--- src/rtl/booth_product_sm_decoder.sv ---
`timescale 1ns/1ps
// -----------------------------------------------------------------------------
// booth_product_sm_decoder
//
// Converts a signed two's-complement product into sign-magnitude form
// {sign, |P|}. The magnitude is produced STEP bits per clock, LSB first. Each
// bit is copied up to and including the first 1, and inverted after that. The
// "seen a 1" state is held in a flop between chunks. Latency is always
// N = WIDTH/STEP edges from accept to o_valid, including for positive inputs.
//
// Ports
//   i_clk    in   1      clock, rising edge
//   i_rst_n  in   1      asynchronous active-low reset
//   i_valid  in   1      input product valid
//   o_ready  out  1      block can accept a product this cycle
//   i_data   in   WIDTH  two's-complement product
//   o_valid  out  1      result valid, held until accepted
//   i_ready  in   1      downstream accepts result
//   o_sign   out  1      sign of the accepted product
//   o_mag    out  WIDTH  unsigned magnitude |i_data|
//   o_busy   out  1      high while converting
//
// state | meaning
// ------+--------------------------------------------------------------
// IDLE  | empty, ready for a product
// RUN   | converting chunk cnt of the work register
// DONE  | result presented on o_valid/o_sign/o_mag, waiting for i_ready
// -----------------------------------------------------------------------------
module booth_product_sm_decoder #(
  parameter int WIDTH = 16,
  parameter int STEP  = 4
) (
  input  logic             i_clk,
  input  logic             i_rst_n,
  input  logic             i_valid,
  output logic             o_ready,
  input  logic [WIDTH-1:0] i_data,
  output logic             o_valid,
  input  logic             i_ready,
  output logic             o_sign,
  output logic [WIDTH-1:0] o_mag,
  output logic             o_busy
);

  localparam int N     = WIDTH / STEP;
  localparam int CNT_W = (N > 1) ? $clog2(N) : 1;
  localparam logic [CNT_W-1:0] CNT_LAST = CNT_W'(N - 1);

  typedef enum logic [1:0] {
    S_IDLE = 2'd0,
    S_RUN  = 2'd1,
    S_DONE = 2'd2
  } state_t;

  state_t state, state_nxt;

  logic [WIDTH-1:0] work_d;
  logic [WIDTH-1:0] work_nxt;
  logic [CNT_W-1:0] cnt;
  logic             sign_r;
  logic             seen;
  logic             seen_nxt;
  logic [STEP-1:0]  chunk_in;
  logic [STEP-1:0]  chunk_out;
  logic             seen_run;
  logic             accept;
  logic             last_step;

  assign accept    = i_valid & o_ready;
  assign last_step = (state == S_RUN) && (cnt == CNT_LAST);

  // state register
  always_ff @(posedge i_clk or negedge i_rst_n) begin
    if (!i_rst_n) state <= S_IDLE;
    else          state <= state_nxt;
  end

  // next-state logic
  always_comb begin
    state_nxt = state;
    case (state)
      S_IDLE: if (accept) state_nxt = S_RUN;
      S_RUN:  if (last_step) state_nxt = S_DONE;
      S_DONE: if (i_ready) state_nxt = i_valid ? S_RUN : S_IDLE;
      default: state_nxt = S_IDLE;
    endcase
  end

  // outputs decoded from state
  always_comb begin
    o_ready = (state == S_IDLE) || ((state == S_DONE) && i_ready);
    o_valid = (state == S_DONE);
    o_busy  = (state == S_RUN);
  end

  // One chunk of the copy-then-invert rule. The chunk is rewritten in place in
  // the work register, so after N steps it holds the complete magnitude.
  always_comb begin
    int base;
    base      = int'(cnt) * STEP;
    chunk_in  = work_d[base +: STEP];
    chunk_out = '0;
    seen_run  = seen;
    for (int j = 0; j < STEP; j++) begin
      chunk_out[j] = sign_r ? (chunk_in[j] ^ seen_run) : chunk_in[j];
      seen_run     = seen_run | chunk_in[j];
    end
    seen_nxt = seen_run;
    work_nxt = work_d;
    work_nxt[base +: STEP] = chunk_out;
  end

  // Result registers only load at completion; they hold their last value
  // through handshakes and IDLE, qualified by o_valid.
  always_ff @(posedge i_clk or negedge i_rst_n) begin
    if (!i_rst_n) begin
      work_d <= '0;
      cnt    <= '0;
      sign_r <= 1'b0;
      seen   <= 1'b0;
      o_sign <= 1'b0;
      o_mag  <= '0;
    end else if (accept) begin
      work_d <= i_data;
      sign_r <= i_data[WIDTH-1];
      seen   <= 1'b0;
      cnt    <= '0;
    end else if (state == S_RUN) begin
      work_d <= work_nxt;
      seen   <= seen_nxt;
      cnt    <= cnt + CNT_W'(1);
      if (last_step) begin
        o_mag  <= work_nxt;
        o_sign <= sign_r;
      end
    end
  end

endmodule
--- config.mk ---
export PLATFORM = sky130hd
export DESIGN_NAME = booth_product_sm_decoder
export DESIGN_NICKNAME = d
export VERILOG_FILES = /design/src/rtl/booth_product_sm_decoder.sv
export SDC_FILE = /design/constraint.sdc
export NUM_CORES = 1
export LEC_CHECK = 0
export CAP_MARGIN = 20
export CORE_UTILIZATION = 35
export CTS_CLUSTER_SIZE = 24
export DETAILED_ROUTE_END_ITERATION = 8
export GPL_TIMING_DRIVEN = 1
export MAX_ROUTING_LAYER = met4
export PLACE_DENSITY = 0.61
export SLEW_MARGIN = 20
export SYNTH_ARGS = -nofsm -noshare
export SYNTH_HDL_FRONTEND = slang
export SYNTH_SLANG_ARGS = --single-unit
--- constraint.sdc ---
create_clock -name i_clk -period 2.57 [get_ports i_clk]
set_input_delay 0.771 -clock i_clk [delete_from_list [all_inputs] [get_ports i_clk]]
set_output_delay 0.771 -clock i_clk [all_outputs]
set_load 0.01 [all_outputs]
Word level (Yosys, flattened, before mapping):

Index checks and enable logic that the tools add are counted.

* add/sub/neg operators: 2
* equality and inequality tests: 6
* shifts and indexed selects: 3
* muxes and demuxes: 16
* bitwise operators: 10
* reduce and logical (&&, ||, !) cells: 7

Operators by type and width (count)
* negation 4 -> 33 bit: 1
* variable shift 4 x 33 -> 16 bit (first input constant): 1
* variable part select 4 x 33 -> 16 bit: 1
* two-way mux 16 bit: 2
* bitwise mux 16 bit: 1
* variable part select 16 x 5 -> 4 bit: 1
* two-way mux 2 bit: 5
* two-way mux 1 bit: 7
* one-hot mux 2 bit (3 select lines): 1
* AND reduction 3 bit: 2
* equality test 2 bit (second input constant): 2
* != test 2 x 1 -> 1 bit (second input constant): 2
* OR 1 bit: 4
* XOR 1 bit: 4
* adder 2 x 1 -> 2 bit (second input constant): 1
* equality test 2 x 1 -> 1 bit (second input constant): 1
* logical AND 1 bit: 2
* zero test 2 bit: 1
* != test 2 bit (second input constant): 1
* nonzero test 2 bit: 1
* AND 1 bit: 1
* logical OR 1 bit: 1
* NOT 1 bit: 1

* flip-flop bits (word level): 39
* output and inout port bits: 20
* logic and storage cells: 51

Longest topological paths before layout:

* word-level depth: 10
* gate-level depth with buffers: 12

Worst setup path after synthesis:

No wires, ideal clock.

* path kind: flip-flop to flip-flop
* start point: reg cnt[1]
* end point: reg work_d[7]
* library setup time: 0.126 ns
* arrival time: 2.138 ns
* path slack: 0.306 ns
* cell stages (with the launch flop): 11
* path buffers: 1
* path through: dfrtp_1 buf_6 mux2_4 a21oi_1 ha_1 ha_1 ha_1 ha_1 nor2b_1 a21oi_2 a221o_1

* cells in the longest elaborated chain, start to end: 10
* elaborated cells between the ends (all ways): 18
* classes of those cells: 1 x add/sub; 3 x shift; 7 x mux; 7 x bitwise

RTL lines
* start: declaration: RTL line 59 `logic [CNT_W-1:0] cnt;`
* start signal: assignment: RTL line 131 `cnt <= cnt + CNT_W'(1);`
* variable part select 16 x 5 -> 4 bit: RTL line 101 `chunk_in = work_d[base +: STEP];`
* OR 1 bit (3 in series): RTL line 106 `seen_run = seen_run | chunk_in[j];`
* XOR 1 bit: RTL line 105 `chunk_out[j] = sign_r ? (chunk_in[j] ^ seen_run) : chunk_in[j];`
* two-way mux 1 bit: RTL line 105
* variable part select 4 x 33 -> 16 bit: RTL line 110 `work_nxt[base +: STEP] = chunk_out;`
* bitwise mux 16 bit *: RTL line 110
* two-way mux 16 bit *: RTL line 128 `end else if (state == S_RUN) begin`
* two-way mux 16 bit *: RTL line 123 `end else if (accept) begin`
* end signal: assignment: RTL line 124 `work_d <= i_data;`
* end signal: assignment: RTL line 129 `work_d <= work_nxt;`
* end: declaration: RTL line 57 `logic [WIDTH-1:0] work_d;`

Mark *: on every way between the ends. The rest lies on a longest branch, timed or not. The select of a mux whose other input is x is not followed.
A chain may end at the register's enable or synchronous reset.

Worst setup path in the final report:

* start point: reg state[1]
* end point: out o_valid

* cells in the longest elaborated chain, start to end: 1

RTL lines
* start: declaration: RTL line 55 `state_t state, state_nxt;`
* start signal: assignment: RTL line 75 `else state <= state_nxt;`
* equality test 2 bit: RTL line 92 `o_valid = (state == S_DONE);`
* end: declaration: RTL line 38 `output logic o_valid,`

No other way between the ends.

==> results.json <==
{
  "arrival_ns": 1.68,
  "reg2reg_to": "work_d[3]$_DFFE_PN0P_",
  "core_um2": 6490,
  "grt_max_degree": 27,
  "cts_max_level": 2,
  "maxCapViolations": 0,
  "dieHeight_um": 85.1,
  "grt_pass1_wl_um": 10600,
  "path_clk_slew_ns": 0.08,
  "pre_cts_ws_ns": -0.230,
  "worst_slack_ns": 0.123,
  "routedWlPerCell_um": 16.3,
  "synthTopCellsByArea": "dfrtp_1 40%, a21oi_1 5.8%, ha_1 5.2%",
  "drtAntennaViolNets": 0,
  "die_width_um": 85.1,
  "area_growth_pct": 25.0,
  "syn-num-nets": 293,
  "startpoint_type": "register",
  "p_leak_nw": 1.27,
  "power_mw": 4.03,
  "clock_latency_ns": 0.30,
  "outcome": "finished, final reports clean",
  "grt_pass1_vias": 2070,
  "start_util_pct": 37.2,
  "finalHoldViolCount": 0,
  "fin_nets": 339,
  "holdWs_ns": 0.484,
  "dp.cells": 379,
  "rrSetupSlack_ns": 0.16,
  "hold_path.class": "in -> async",
  "dpl.hpwl_um": 4740,
  "fin_skew_ns": 0.00772,
  "drive_gt1_share_pct": 12.9,
  "endpoint_kind": "primary output",
  "peakVddDrop_mv": 0.344,
  "fmax_ghz": 0.409,
  "synth_warnings": 0,
  "drc": 0,
  "crit_path_end": "o_valid",
  "tightest_slew_ns": 0.627,
  "synth_largest_area_cell": "dfrtp_1",
  "track_usage_pct": 19.5,
  "synth_area_um2": 2420,
  "grt_setup_unrepaired": "yes",
  "io_pins": 40,
  "synth-seq-cells": 39,
  "antenna_found_initial": 0,
  "slowest_delay_ns": 0.57,
  "antenna_cells": 0,
  "numClockSinks": 39,
  "worst_path_max_delay_cell": "clkdlybuf4s50_1",
  "avgSynthCellArea_um2": 9.19,
  "finalCriticalPeriod_ns": 2.45,
  "ys_seq_area_share_pct": 40.4,
  "cts_tree": "yes",
  "rr_startpoint": "cnt[1]$_DFFE_PN0P_",
  "numPortBuffers": 39,
  "cp.required_ns": 1.80,
  "routabilityCongestion": 0.872,
  "grt_remaining_overflow": 0,
  "viasPerCell": 5.58,
  "ctsHoldBuffers": 0,
  "slew_headroom_pct": 58.2,
  "crit_fanout": 6,
  "finalCritPeriodShare_pct": 95.2,
  "setup_viol": 0,
  "synth_top_cell_area_share_pct": 40.4,
  "cp-startpoint": "state[1]$_DFFE_PN0P_",
  "instances_no_fill": 387,
  "syn_inst": 263,
  "die_area_um2": 7240,
  "row_count": 29,
  "tns_ns": 0,
  "first_iter_violations": 166,
  "cts_buffers": 5,
  "clockRootBuffer": "clkbuf_8",
  "maxSlewViolCount": 0,
  "routed_wl_um": 6320,
  "r2r_cells": 11,
  "crit_type": "reg -> out",
  "p_per_area_nw_per_um2": 1330,
  "post_cts_buffers": 0,
  "drtPass1Iterations": 4,
  "cts_buffer_depth": 2,
  "yosys.cell_types.count": 35,
  "worstPathCellList": "inv_1, buf_4, nor2_1, clkdlybuf4s50_1",
  "dr_total_vias": 2159
}
-- state kept, by name, indices dropped and copies added (netlist names) --
signal / cells
cnt: 2
o_mag: 16
o_sign: 1
seen: 1
sign_r: 1
state: 2
work_d: 16
-- layer usage --
| metal | part of all wire (%) | GRT usage, % | up-vias |
|---|---|---|---|
| li1 | - | - | 1050 |
| met1 | 51 | 28.0 | 1047 |
| met2 | 43 | 28.4 | 56 |
| met3 | 4.7 | 3.50 | 6 |
| met4 | 1.2 | 5.24 | 0 |
| met5 | 0 | - | - |
-- logic make-up after synthesis --
kind of cell             synth area share (%)
AO/OA/AOI/OAI                            23.1
adder cells (fa/ha/maj)                  5.18
buffers and inverters                    6.11
flip-flops                               40.4
multiplexers                             4.76
AND/OR/NAND/NOR                          20.4
-- where the power goes --
part	switching, mW	leakage [nW]	internal [mW]
Combinational	1.33	0.743	1.06
Sequential	0.265	0.474	0.907
Clock	0.227	0.0505	0.244
Total	1.82	1.27	2.21
-- synth_stat cells --
cell	count
o31a_1	1
a2bb2oi_1	1
inv_1	13
and4b_1	1
nor2_1	21
a32oi_1	4
a22oi_1	5
mux2i_1	4
a21oi_2	2
o211ai_1	1
o221ai_1	11
mux2_2	4
dfrtp_1	39
nor4b_4	2
o22ai_1	5
nor2b_1	17
a21oi_1	28
o31ai_1	1
clkbuf_1	6
buf_2	4
o2bb2ai_1	1
o21ai_0	5
ha_1	10
nand2_1	33
and2_1	3
or2b_1	1
a221o_1	2
a31oi_1	14
a22o_2	1
nor4_4	1
mux2_4	2
o31a_4	1
nand2b_1	7
buf_6	5
nand3_1	7
-- through the flow --
step	area, µm²	util, %
4_1_cts	3010	46.4
3_5_place_dp	2910	44.8
5_1_grt	3020	46.5
3_3_place_gp	2910	44.8
6_report	3020	46.5
2_1_floorplan	2420	-
-- worst max-delay path: cells and delay by family (launching register included) --
kind          cells  cell delay (ns)
flops             1             0.43
buf+inv           3             0.81
simple gates      1             0.15
-- area by class of cell --
type	count	area [µm²]
multi-input cells	196	1300
repair buffers	54	493
inverters	13	48.8
clock buffers	7	96.3
clock inverters	1	7.51
well taps	77	96.3
flip-flops and latches	39	977
fillers	643	3480
-- cells in the final DEF (no fill, tap or decap), drive strengths merged --
master,n
and4b,1
o2bb2ai,1
clkinvlp,1
and2,3
a22oi,5
mux2,6
clkdlybuf4s50,37
nand3,7
clkbuf,8
mux2i,4
a22o,1
nor4b,2
inv,13
o31ai,1
a31oi,14
a221o,2
o211ai,1
nor4,1
o221ai,11
o21ai,5
nand2,33
nor2,21
o31a,2
dfrtp,39
nand2b,7
buf,16
a2bb2oi,1
nor2b,17
o22ai,5
a21oi,30
or2b,1
ha,10
a32oi,4
-- worst min path at each step --
stage | startpoint | endpoint | slack (ns) | depth (start not counted)
global placement | o_sign$_DFFE_PN0P_ | o_sign$_DFFE_PN0P_ | 0.47 | 2
global route | i_rst_n | state[0]$_DFFE_PN0P_ | 0.52 | 1
finish | i_rst_n | work_d[14]$_DFFE_PN0P_ | 0.48 | 1
detailed placement | o_sign$_DFFE_PN0P_ | o_sign$_DFFE_PN0P_ | 0.47 | 2
CTS | o_sign$_DFFE_PN0P_ | o_sign$_DFFE_PN0P_ | 0.49 | 2
floorplan | seen$_DFFE_PN0P_ | seen$_DFFE_PN0P_ | 0.46 | 1
-- timing repair --
| item | in CTS | in global routing |
|---|---|---|
| gates cloned | 0 | 0 |
| gates resized for setup | 1 | 4 |
| setup endpoints to repair | 1 | 8 |
Note: power is estimated with default switching activity, not from simulation.
